===== src/rtl/cim_arbiter.sv =====
// cim_arbiter: round-robin owner lock for one shared CIM crossbar tile.
// The owner keeps the tile for its whole transaction and releases it by
// dropping its request. If the tile is still busy when the owner lets go,
// the arbiter waits in DRAIN so that no new owner can take a busy tile.
module cim_arbiter #(
  parameter int NUM_REQ    = 4,
  parameter int ADDR_WIDTH = 4,
  parameter int IDX_WIDTH  = (NUM_REQ <= 2) ? 1 : $clog2(NUM_REQ)
) (
  input  logic                          clk,
  input  logic                          rst,
  input  logic [NUM_REQ-1:0]            i_req,
  output logic [NUM_REQ-1:0]            o_grant,
  input  logic [NUM_REQ-1:0]            i_req_cim_we,
  input  logic [NUM_REQ-1:0]            i_req_cim_start,
  input  logic [NUM_REQ*ADDR_WIDTH-1:0] i_req_addr,
  output logic [NUM_REQ-1:0]            o_req_cim_ready,
  output logic                          o_cim_we,
  output logic                          o_cim_start,
  output logic [ADDR_WIDTH-1:0]         o_addr,
  input  logic                          i_cim_ready,
  output logic [IDX_WIDTH-1:0]          o_owner,
  output logic                          o_busy
);

  typedef enum logic [1:0] {S_IDLE, S_GRANT, S_DRAIN} state_t;

  state_t                 state_q, state_d;
  logic [IDX_WIDTH-1:0]   ptr_q, ptr_d;
  logic [IDX_WIDTH-1:0]   owner_q, owner_d;
  logic [NUM_REQ-1:0]     grant_q, grant_d;

  logic [IDX_WIDTH-1:0]   win, hi_idx, lo_idx;
  logic                   hi_found;
  logic                   own_req, own_we, own_start;
  logic [ADDR_WIDTH-1:0]  own_addr;

  // Select the current owner's request and CIM interface signals.
  always_comb begin
    own_req   = 1'b0;
    own_we    = 1'b0;
    own_start = 1'b0;
    own_addr  = '0;
    for (int k = 0; k < NUM_REQ; k++) begin
      if (owner_q == IDX_WIDTH'(k)) begin
        own_req   = i_req[k];
        own_we    = i_req_cim_we[k];
        own_start = i_req_cim_start[k];
        own_addr  = i_req_addr[k*ADDR_WIDTH +: ADDR_WIDTH];
      end
    end
  end

  // Round-robin pick: the lowest requester at or above the pointer, else
  // the lowest requester overall (the wrap). Scanning downward leaves the lowest.
  always_comb begin
    hi_found = 1'b0;
    hi_idx   = '0;
    lo_idx   = '0;
    for (int k = NUM_REQ-1; k >= 0; k--) begin
      if (i_req[k]) begin
        lo_idx = IDX_WIDTH'(k);
        if (IDX_WIDTH'(k) >= ptr_q) begin
          hi_found = 1'b1;
          hi_idx   = IDX_WIDTH'(k);
        end
      end
    end
    win = hi_found ? hi_idx : lo_idx;
  end

  // Next-state logic for the ownership FSM, grant vector and pointer.
  always_comb begin
    state_d = state_q;
    ptr_d   = ptr_q;
    owner_d = owner_q;
    grant_d = grant_q;
    case (state_q)
      S_IDLE: begin
        if (|i_req) begin
          state_d = S_GRANT;
          owner_d = win;
          grant_d = '0;
          for (int k = 0; k < NUM_REQ; k++)
            if (win == IDX_WIDTH'(k)) grant_d[k] = 1'b1;
          ptr_d = (win == IDX_WIDTH'(NUM_REQ-1)) ? '0 : win + 1'b1;
        end
      end
      S_GRANT: begin
        if (!own_req) begin
          grant_d = '0;
          state_d = i_cim_ready ? S_IDLE : S_DRAIN;
        end
      end
      S_DRAIN: begin
        if (i_cim_ready) state_d = S_IDLE;
      end
      default: state_d = S_IDLE;
    endcase
  end

  // State, owner, grant and pointer registers.
  always_ff @(posedge clk or negedge rst) begin
    if (!rst) begin
      state_q <= S_IDLE;
      ptr_q   <= '0;
      owner_q <= '0;
      grant_q <= '0;
    end else begin
      state_q <= state_d;
      ptr_q   <= ptr_d;
      owner_q <= owner_d;
      grant_q <= grant_d;
    end
  end

  // Route the owner to the tile only while it holds the grant. Outside GRANT
  // everything toward the tile and every ready bit is forced low.
  always_comb begin
    o_cim_we        = 1'b0;
    o_cim_start     = 1'b0;
    o_addr          = '0;
    o_req_cim_ready = '0;
    if (state_q == S_GRANT) begin
      o_cim_we    = own_we;
      o_cim_start = own_start;
      o_addr      = own_addr;
      for (int k = 0; k < NUM_REQ; k++)
        if (owner_q == IDX_WIDTH'(k)) o_req_cim_ready[k] = i_cim_ready;
    end
  end

  assign o_grant = grant_q;
  assign o_owner = owner_q;
  assign o_busy  = (state_q != S_IDLE);

endmodule


===== config.mk =====
export PLATFORM = sky130hd
export DESIGN_NAME = cim_arbiter
export DESIGN_NICKNAME = d
export VERILOG_FILES = /design/src/rtl/cim_arbiter.sv
export SDC_FILE = /design/constraint.sdc
export NUM_CORES = 1
export LEC_CHECK = 0
export ABC_AREA = 1
export BUFFER_PORTS_ARGS = -buffer_cell sky130_fd_sc_hd__buf_4
export CAP_MARGIN = 10
export CORE_MARGIN = 2
export CORE_UTILIZATION = 30
export CTS_BUF_LIST = sky130_fd_sc_hd__clkbuf_8 sky130_fd_sc_hd__clkbuf_16
export DETAILED_ROUTE_END_ITERATION = 16
export PLACE_DENSITY = 0.66
export SYNTH_ARGS = -nofsm -noshare
export SYNTH_HDL_FRONTEND = slang
export SYNTH_SLANG_ARGS = --single-unit

===== constraint.sdc =====
create_clock -name clk -period 2.88 [get_ports clk]
set_clock_uncertainty 0.15 [all_clocks]
set_input_delay 0 -clock clk [delete_from_list [all_inputs] [get_ports clk]]
set_output_delay 0 -clock clk [all_outputs]
set_load 0.02 [all_outputs]

==> impl_metrics.csv, run 1 <==
group,metric,value,unit
outcome,status,"finished clean",
global_routing,grt_pass1_vias,989,
global_routing,overflow,0,
pwr,p_sw,0.7025,mW
routing,drtIter0Drc,73,
sta,slew_headroom,0.7040,
pwr,p_clk_frac,0.124,
floorplanning,core,2781,µm²
critical_path,start_kind,"flip-flop",
placed_design,post-place-ws,1.192,ns
floorplanning,rows,19,
floorplanning,ios,48,
sta,finalHoldViolCount,0,
clock_network,clock-root-buffer,"clkbuf_8",
sta,finalSetupViolCount,0,
layout,n_antenna_cell,0,
sta,finalSetupTns,0,ns
yosys,synthTopCellsByArea,"dfrtp_1, nand2_1, o21ai_0, inv_1, ha_1",
critical_path,crit_path_end_kind,"output port",
critical_path,cp.arrival,1.71,ns
hold_path,hp-class,"primary input to flip-flop",
placed_design,detailed_place_hpwl,1963,µm
floorplanning,dieWidth,58.34,µm
routing,finalWirelength,2472,µm
sta,slew_viol_final,0,
critical_path,crit_path_cell_trace,"inv_1, nor2_1, nand2_1, o211ai_1, a21oi_1, buf_4",
clock_network,ctsResizeCount,0,
pwr,p_seq_frac,0.216,
global_routing,antenna_found_initial,0,
routing,wl_per_cell,11.55,µm
critical_path,critPathMaxFanout,12,
clock_network,clk_path_buf_depth,2,
routing,firstDrtPassIters,4,
yosys,ys_ff_latch,10,
critical_path,critPathMaxStageDelay,0.59,ns
placed_design,port_buffers,47,
yosys,syn_inst,133,
global_routing,grt_usage,0.1441,
layout,syn_to_final_growth,49.44,%
pwr,p_per_area,1043,nW/µm²
sta,rsz0062_at_grt,"false",
pwr,peakVddDrop,0.7133,mV
clock_network,cts_tree,"yes",
yosys,synth_warnings,0,
clock_network,post_cts_buffers,0,
yosys,synthDistinctLibCells,22,
sta,max_slew.worst_pin.slew,0.4426,ns
sta,fmax,538.0,MHz
yosys,ys_seq_area_frac,0.2825,
critical_path,crit_required,2.73,ns
clock_network,cts.clk_slew.worst_paths,0.05,ns
layout,layout_common_cells,"buf_4, nand2_1, inv_1",
layout,final_common_cell,"buf_4",
routing,vias_per_cell,4.841,
clock_network,cts.sinks,10,
routing,route.detailed.drc,0,
routing,num_vias,1036,
layout,drive_above_1_share,0.3497,
clock_network,h-tree-depth,1,
clock_network,insertion_delay,0.23,ns
yosys,syn-cell-area,885.9,µm²
floorplanning,start_util,0.3185,
critical_path,crit_path_top_delay_cell,"dfrtp_1",
pwr,intPower,0.6777,mW
sta,min_period,1.859,ns
floorplanning,die_y,58.34,µm
layout,final_nets,219,
routing,drtAntennaViolNets,0,
yosys,yosysTopAreaCell,"dfrtp_1",
run,maxCapViolations,0,
global_routing,grt_pass1_wl,4008,µm
pwr,total_leakage_power,0.7334,nW
clock_network,cts_made_buffers,3,
floorplanning,die_area,3404,µm²
critical_path,crit_type,"flip-flop to output port",
placed_design,place.gp.congestion,0.8257,
yosys,synth.avg_cell_area,6.661,µm²
sta,fin_crit_sh,0.6454,
global_routing,grt_max_degree,13,
pwr,switching_share,0.5090,
sta,setup_ws,1.021,ns
pwr,combPwrFrac,0.660,
yosys,synth_top_area_share,0.2825,
yosys,synthesis.nets,168,
[what timing repair did]
| item | CTS | global route |
|---|---|---|
| setup endpoints to repair | 0 | 0 |
| hold buffers | 3 | 0 |
| hold endpoints to repair | 11 | 0 |
[Yosys cell counts]
master    instances
buf_6             3
nand2_4           3
a21oi_1           8
nand2_2           2
nand3_2           2
ha_1              4
o21ai_0          13
dfrtp_1          10
o31ai_1           1
nor2_1           11
o21ai_1           5
inv_2             3
inv_1            15
nand3_1           6
nor3_1            2
o21ai_2           1
nand2_1          39
nor2_2            1
o221ai_1          1
buf_2             1
o211ai_1          1
a21oi_4           1
[final cells by class]
| cell class | instances | area (µm²) |
|---|---|---|
| clock buffer | 4 | 55.05 |
| fill | 282 | 1458 |
| inverter | 18 | 67.56 |
| multi-input combinational | 101 | 529.3 |
| sequential | 10 | 250.2 |
| tap | 31 | 38.79 |
| timing repair buffer | 50 | 382.9 |
[cells by family (layout without fill, tap and decap cells)]
family                   count (synthesis)  count (layout)  share of synthesized area
AND/OR/NAND/NOR                         66              66                     0.3390
buffers and inverters                   22              72                     0.1200
adder cells (fa/ha/maj)                  4               4                    0.05650
flip-flops                              10              10                     0.2825
AO/OA/AOI/OAI                           31              31                     0.2020
[power groups by stage]
stage | Clock, mW | Sequential, mW | Combinational [mW]
2_1_floorplan | 0 | 0.301 | 0.631
3_3_place_gp | 0 | 0.294 | 0.896
3_5_place_dp | 0 | 0.299 | 0.909
4_1_cts | 0.175 | 0.298 | 0.917
5_1_grt | 0.186 | 0.311 | 1.01
6_report | 0.171 | 0.298 | 0.911
[metrics by stage]
stage	cells	hold slack, ns	area [µm²]	utilization	total power, mW
4_1_cts	214	0.03333	1324	0.4759	1.390
6_report	214	0.02692	1324	0.4759	1.380
3_3_place_gp	207	-0.3172	1239	0.4453	1.189
3_5_place_dp	207	-0.3143	1239	0.4453	1.208
5_1_grt	214	0.07002	1324	0.4759	1.511
2_1_floorplan	133	-0.4456	885.9	-	0.9313
[layer usage]
layer  global-route usage  routed length, µm
met1               0.1753                999
met5                    0                  0
met2               0.2648               1141
met4              0.02990                  0
met3              0.02418                331
[path summary, 6_finish.rpt]
kind                              endpoint  slack [ns]  cells past startpoint        from
worst min-delay path            state_q[1]        0.03                      5    i_req[2]
min in group asynchronous         ptr_q[1]        0.64                      3         rst
worst max-delay path             o_addr[3]        1.02                      6  o_owner[1]
worst max register to register  o_grant[2]        1.20                      9  o_owner[0]
max in group asynchronous       state_q[1]        1.63                      3         rst
worst min register to register  o_grant[3]        0.33                      2  o_grant[3]
[flip-flops by register name, indices dropped and copies added (netlist names)]
signal / count
o_grant: 4
o_owner: 2
ptr_q: 2
state_q: 2
[worst max-delay path, delay by kind of cell, from the launching register on]
family / cells / cell delay [ns]
AOI/OAI and AO/OA: 2 / 0.19
and+or+nand+nor: 2 / 0.28
buffers and inverters: 2 / 0.43
DFF: 1 / 0.59
Power figures use the tool's default switching activity.
==> run 2: changes to the inputs <==
==> constraint.sdc (replaced) <==
create_clock -name clk -period 1.8 [get_ports clk]
set_clock_uncertainty 0.15 [all_clocks]
set_input_delay 0 -clock clk [delete_from_list [all_inputs] [get_ports clk]]
set_output_delay 0 -clock clk [all_outputs]
set_load 0.02 [all_outputs]
==> impl_metrics.csv, run 2 (synthesis results as in run 1) <==
group,metric,value,unit
outcome,status,"finished clean",
placed_design,detailed_place_hpwl,1985,µm
global_routing,grt_pass1_vias,971,
routing,vias_per_cell,4.844,
placed_design,place.gp.congestion,0.8418,
global_routing,grt_usage,0.1557,
layout,fin_cells,218,
clock_network,cts.sinks,10,
layout,syn_to_final_growth,52.26,%
global_routing,grt_max_degree,12,
sta,finalHoldViolCount,0,
layout,stdcell_area,1349,µm²
placed_design,placed_cells,209,
sta,hold_slack,0.02993,ns
routing,firstDrtPassIters,4,
global_routing,antenna_found_initial,0,
pwr,total_leakage_power,0.7488,nW
hold_path,holdPathEnd,"state_q[1]",
routing,num_vias,1056,
layout,drive_above_1_share,0.3797,
critical_path,rrSetupSlack,0.17,ns
floorplanning,core,2781,µm²
global_routing,overflow,0,
clock_network,insertion_delay,0.23,ns
layout,final_common_cell,"buf_4",
sta,rsz0062_at_grt,"false",
sta,finalSetupTns,0,ns
critical_path,crit_type,"flip-flop to output port",
critical_path,critPathMaxFanout,11,
hold_path,min_from,"i_req[2]",
pwr,p_per_area,1661,nW/µm²
placed_design,placed_area,1254,µm²
global_routing,grt_pass1_wl,4188,µm
run,maxCapViolations,0,
placed_design,post-place-ws,0.1746,ns
pwr,power,2.240,mW
sta,slew_viol_final,0,
clock_network,cts_made_buffers,3,
placed_design,port_buffers,47,
floorplanning,ios,48,
floorplanning,dieWidth,58.34,µm
critical_path,rr_worst_depth,8,
pwr,peakVddDrop,1.172,mV
sta,min_period,1.721,ns
routing,route.detailed.drc,0,
critical_path,start_kind,"flip-flop",
routing,wl_per_cell,11.39,µm
sta,slew_headroom,0.6977,
floorplanning,start_util,0.3185,
layout,largest_register_ffs,4,
critical_path,crit_required,1.65,ns
sta,setup_ws,0.07926,ns
clock_network,h-tree-depth,1,
layout,final_nets,224,
routing,drtIter0Drc,80,
critical_path,reg2reg_from,"ptr_q[0]",
critical_path,r2r-end,"ptr_q[1]",
hold_path,hp-class,"primary input to flip-flop",
sta,fmax,581.1,MHz
floorplanning,die_y,58.34,µm
clock_network,clock-root-buffer,"clkbuf_8",
layout,layout_common_cells,"buf_4, nand2_1, inv_1, o21ai_0, nor2_1",
routing,drtAntennaViolNets,0,
floorplanning,rows,19,
floorplanning,die_area,3404,µm²
routing,finalWirelength,2483,µm
sta,fin_crit_sh,0.9560,
clock_network,clk_path_buf_depth,2,
clock_network,cts.clk_slew.worst_paths,0.04,ns
hold_path,holdPathStages,5,
clock_network,cts_tree,"yes",
sta,max_slew.worst_pin.slew,0.4520,ns
critical_path,cp.arrival,1.57,ns
layout,fin_util,0.4849,
critical_path,crit_path_end_kind,"output port",
layout,n_antenna_cell,0,
sta,finalSetupViolCount,0,
[run 2: cell count changes in the layout (fill, tap and decap cells not counted), sizes merged]
cell | before | now
buf | 47 | 52
clkbuf | 4 | 3
[run 2: power by group]
| group | total [mW] | internal [mW] | switching, mW |
|---|---|---|---|
| sequential | 0.447 | 0.340 | 0.108 |
| combinational | 1.56 | 0.620 | 0.944 |
| clock | 0.228 | 0.146 | 0.0825 |
| total | 2.24 | 1.11 | 1.13 |
[run 2: worst max-delay path by stage]
stage / from / endpoint
after floorplan: ptr_q[0] / ptr_q[1]
after global placement: ptr_q[0] / ptr_q[1]
after detailed placement: ptr_q[0] / ptr_q[1]
after CTS: o_owner[1] / o_addr[3]
after global routing: o_owner[0] / o_addr[0]
final: o_owner[1] / o_addr[3]
[run 2: area by class of cell]
class / instances / area, µm²
clock buffers: 3 / 41.29
fillers: 279 / 1433
inverters: 18 / 67.56
multi-input cells: 101 / 529.3
flip-flops and latches: 10 / 251.5
well taps: 31 / 38.79
repair buffers: 55 / 420.4
[run 2: critical path: stages (launching register included)]
cell and delay (ns):
dfrtp_2 0.45, buf_4 0.17, nand2_4 0.12, inv_2 0.08
nor2_1 0.12, o211ai_1 0.09, a21oi_1 0.14, buf_4 0.16
[run 2: what timing repair did]
| action | in CTS | in global routing |
|---|---|---|
| resized for setup | 0 | 3 |
| hold buffers | 3 | 0 |
| endpoints found under the setup margin | 0 | 6 |
| hold endpoints to repair | 11 | 0 |
| setup buffers | 0 | 3 |
[run 2: routing by layer]
metal | track usage | up-vias | wire [µm] | part of all wire
met2 | 0.2504 | 64 | 1093 | 0.44
met1 | 0.2058 | 454 | 1086 | 0.44
met3 | 0.03077 | 4 | 264 | 0.11
met4 | 0.05980 | 0 | 39 | 0.016
li1 | - | 534 | - | -
met5 | 0 | - | 0 | 0
==> run 3: changes to the inputs <==
--- a/config.mk
+++ b/config.mk
@@ -8,6 +8,7 @@
 export ABC_AREA = 1
 export BUFFER_PORTS_ARGS = -buffer_cell sky130_fd_sc_hd__buf_4
 export CAP_MARGIN = 10
+export CORE_ASPECT_RATIO = 1.75
 export CORE_MARGIN = 2
 export CORE_UTILIZATION = 30
 export CTS_BUF_LIST = sky130_fd_sc_hd__clkbuf_8 sky130_fd_sc_hd__clkbuf_16
==> impl_metrics.csv, run 3 (synthesis results as in run 1) <==
group,metric,value,unit
outcome,status,"finished clean",
layout,fin_util,0.4865,
routing,num_vias,1046,
pwr,intPower,1.203,mW
global_routing,grt_usage,0.1555,
clock_network,h-tree-depth,1,
sta,min_period,1.645,ns
pwr,p_sw,1.164,mW
global_routing,grt_pass1_vias,1036,
global_routing,grt_max_degree,12,
floorplanning,ios,48,
sta,finalHoldViolCount,0,
pwr,p_clk_frac,0.118,
sta,hold_slack,0.01931,ns
floorplanning,core,2863,µm²
sta,finalSetupTns,0,ns
run,maxCapViolations,0,
placed_design,detailed_place_hpwl,2106,µm
critical_path,crit_type,"flip-flop to output port",
pwr,combPwrFrac,0.692,
global_routing,grt_pass1_wl,4043,µm
layout,fin_cells,217,
layout,layout_common_cells,"buf_4, nand2_1, inv_1, o21ai_0, nor2_1",
clock_network,cts_tree,"yes",
sta,rsz0062_at_grt,"false",
routing,wl_per_cell,11.65,µm
sta,finalSetupViolCount,0,
layout,largest_register_ffs,4,
pwr,peakVddDrop,0.9747,mV
sta,slew_headroom,0.6879,
pwr,total_leakage_power,0.7553,nW
sta,fin_crit_sh,0.9136,
critical_path,crit_path_cell_trace,"buf_4, nand2_8, inv_2, nor2_1, o211ai_1, a21oi_1, buf_4",
layout,final_common_cell,"buf_4",
layout,final_nets,225,
critical_path,worst_path_most_repeated_cell,"buf_4",
sta,slew_viol_final,0,
placed_design,port_buffers,47,
routing,drtIter0Drc,18,
placed_design,placed_cells,206,
floorplanning,die_area,3421,µm²
placed_design,place.gp.congestion,0.8223,
critical_path,critPathMaxFanout,11,
floorplanning,rows,26,
clock_network,cts_made_buffers,3,
floorplanning,dieWidth,45.08,µm
routing,route.detailed.drc,0,
clock_network,cts.clk_slew.worst_paths,0.05,ns
layout,nFillCells,298,
critical_path,crit_required,1.65,ns
sta,fmax,608.1,MHz
routing,firstDrtPassIters,4,
hold_path,hp-class,"primary input to flip-flop",
routing,drtAntennaViolNets,0,
layout,n_antenna_cell,0,
floorplanning,start_util,0.3094,
pwr,p_seq_frac,0.191,
global_routing,overflow,0,
layout,drive_above_1_share,0.3915,
sta,max_slew.worst_pin.slew,0.4665,ns
critical_path,crit_path_end_kind,"output port",
routing,finalWirelength,2528,µm
clock_network,cts.sinks,10,
floorplanning,die_y,75.89,µm
critical_path,critPathMaxStageDelay,0.44,ns
critical_path,cp.arrival,1.49,ns
layout,syn_to_final_growth,57.20,%
clock_network,clk_path_buf_depth,2,
critical_path,crit_path_top_delay_cell,"dfrtp_2",
critical_path,start_kind,"flip-flop",
pwr,power,2.367,mW
clock_network,clock-root-buffer,"clkbuf_8",
global_routing,antenna_found_initial,0,
pwr,p_per_area,1700,nW/µm²
routing,vias_per_cell,4.820,
clock_network,insertion_delay,0.23,ns
pwr,switching_share,0.4917,
[run 3: changes by cell type in the layout (fill, tap and decap cells not counted), sizes merged]
cell,previous run,this run
buf,52,53
clkbuf,3,4
clkinvlp,0,1
inv,18,17
[run 3: routing by layer]
metal / GRT usage / vias to the layer above / part of all wire
li1: - / 543 / -
met1: 0.1431 / 451 / 0.34
met2: 0.3175 / 48 / 0.56
met3: 0.01896 / 4 / 0.087
met4: 0.06863 / 0 / 0.011
met5: 0 / - / 0
[run 3: stage by stage]
stage / worst slack, ns / instance area (µm²)
2_1_floorplan: 0.3492 / 885.9
4_1_cts: 0.07863 / 1335
5_1_grt: 0.03105 / 1393
3_3_place_gp: 0.2917 / 1250
6_report: 0.1554 / 1393
3_5_place_dp: 0.2377 / 1250
[run 3: final timing paths]
kind	startpoint	endpoint	slack [ns]	depth (start not counted)
min in group asynchronous	rst	ptr_q[0]	0.64	3
max in group asynchronous	rst	o_owner[0]	0.52	3
setup reg to reg	ptr_q[0]	ptr_q[1]	0.21	8
hold / removal	i_req[1]	o_owner[1]	0.02	4
setup / recovery	o_owner[1]	o_addr[3]	0.16	7
hold reg to reg	o_grant[1]	o_grant[1]	0.33	2
[run 3: critical path, delay by kind of cell, from the launching register on]
kind                   cells  cell delay [ns]
buffers and inverters      3             0.41
flip-flops                 1             0.44
AO/OA/AOI/OAI              2             0.21
AND/OR/NAND/NOR            2             0.19
[run 3: repair_timing]
| item | 4_1_cts | 5_1_grt |
|---|---|---|
| buffers inserted | 0 | 4 |
| resized for setup | 0 | 5 |
| hold buffers | 3 | 0 |
| endpoints found under the hold margin | 11 | 0 |
| setup endpoints to repair | 0 | 6 |
[run 3: power by group through the flow]
stage,clock network [mW],logic [mW],registers [mW]
final,0.279,1.64,0.451
after global routing,0.299,1.83,0.469
after CTS,0.288,1.54,0.440
after detailed placement,0,1.52,0.442
after global placement,0,1.51,0.438
after floorplan,0,1.01,0.481
[run 3: area by class of cell]
cell class | instances | area (µm²) | area share
multi-input combinational | 101 | 538.0 | 0.3863
inverter | 18 | 71.32 | 0.05121
tap | 28 | 35.03 | 0.02516
clock buffer | 4 | 55.05 | 0.03953
timing repair buffer | 56 | 440.4 | 0.3163
sequential | 10 | 252.7 | 0.1815
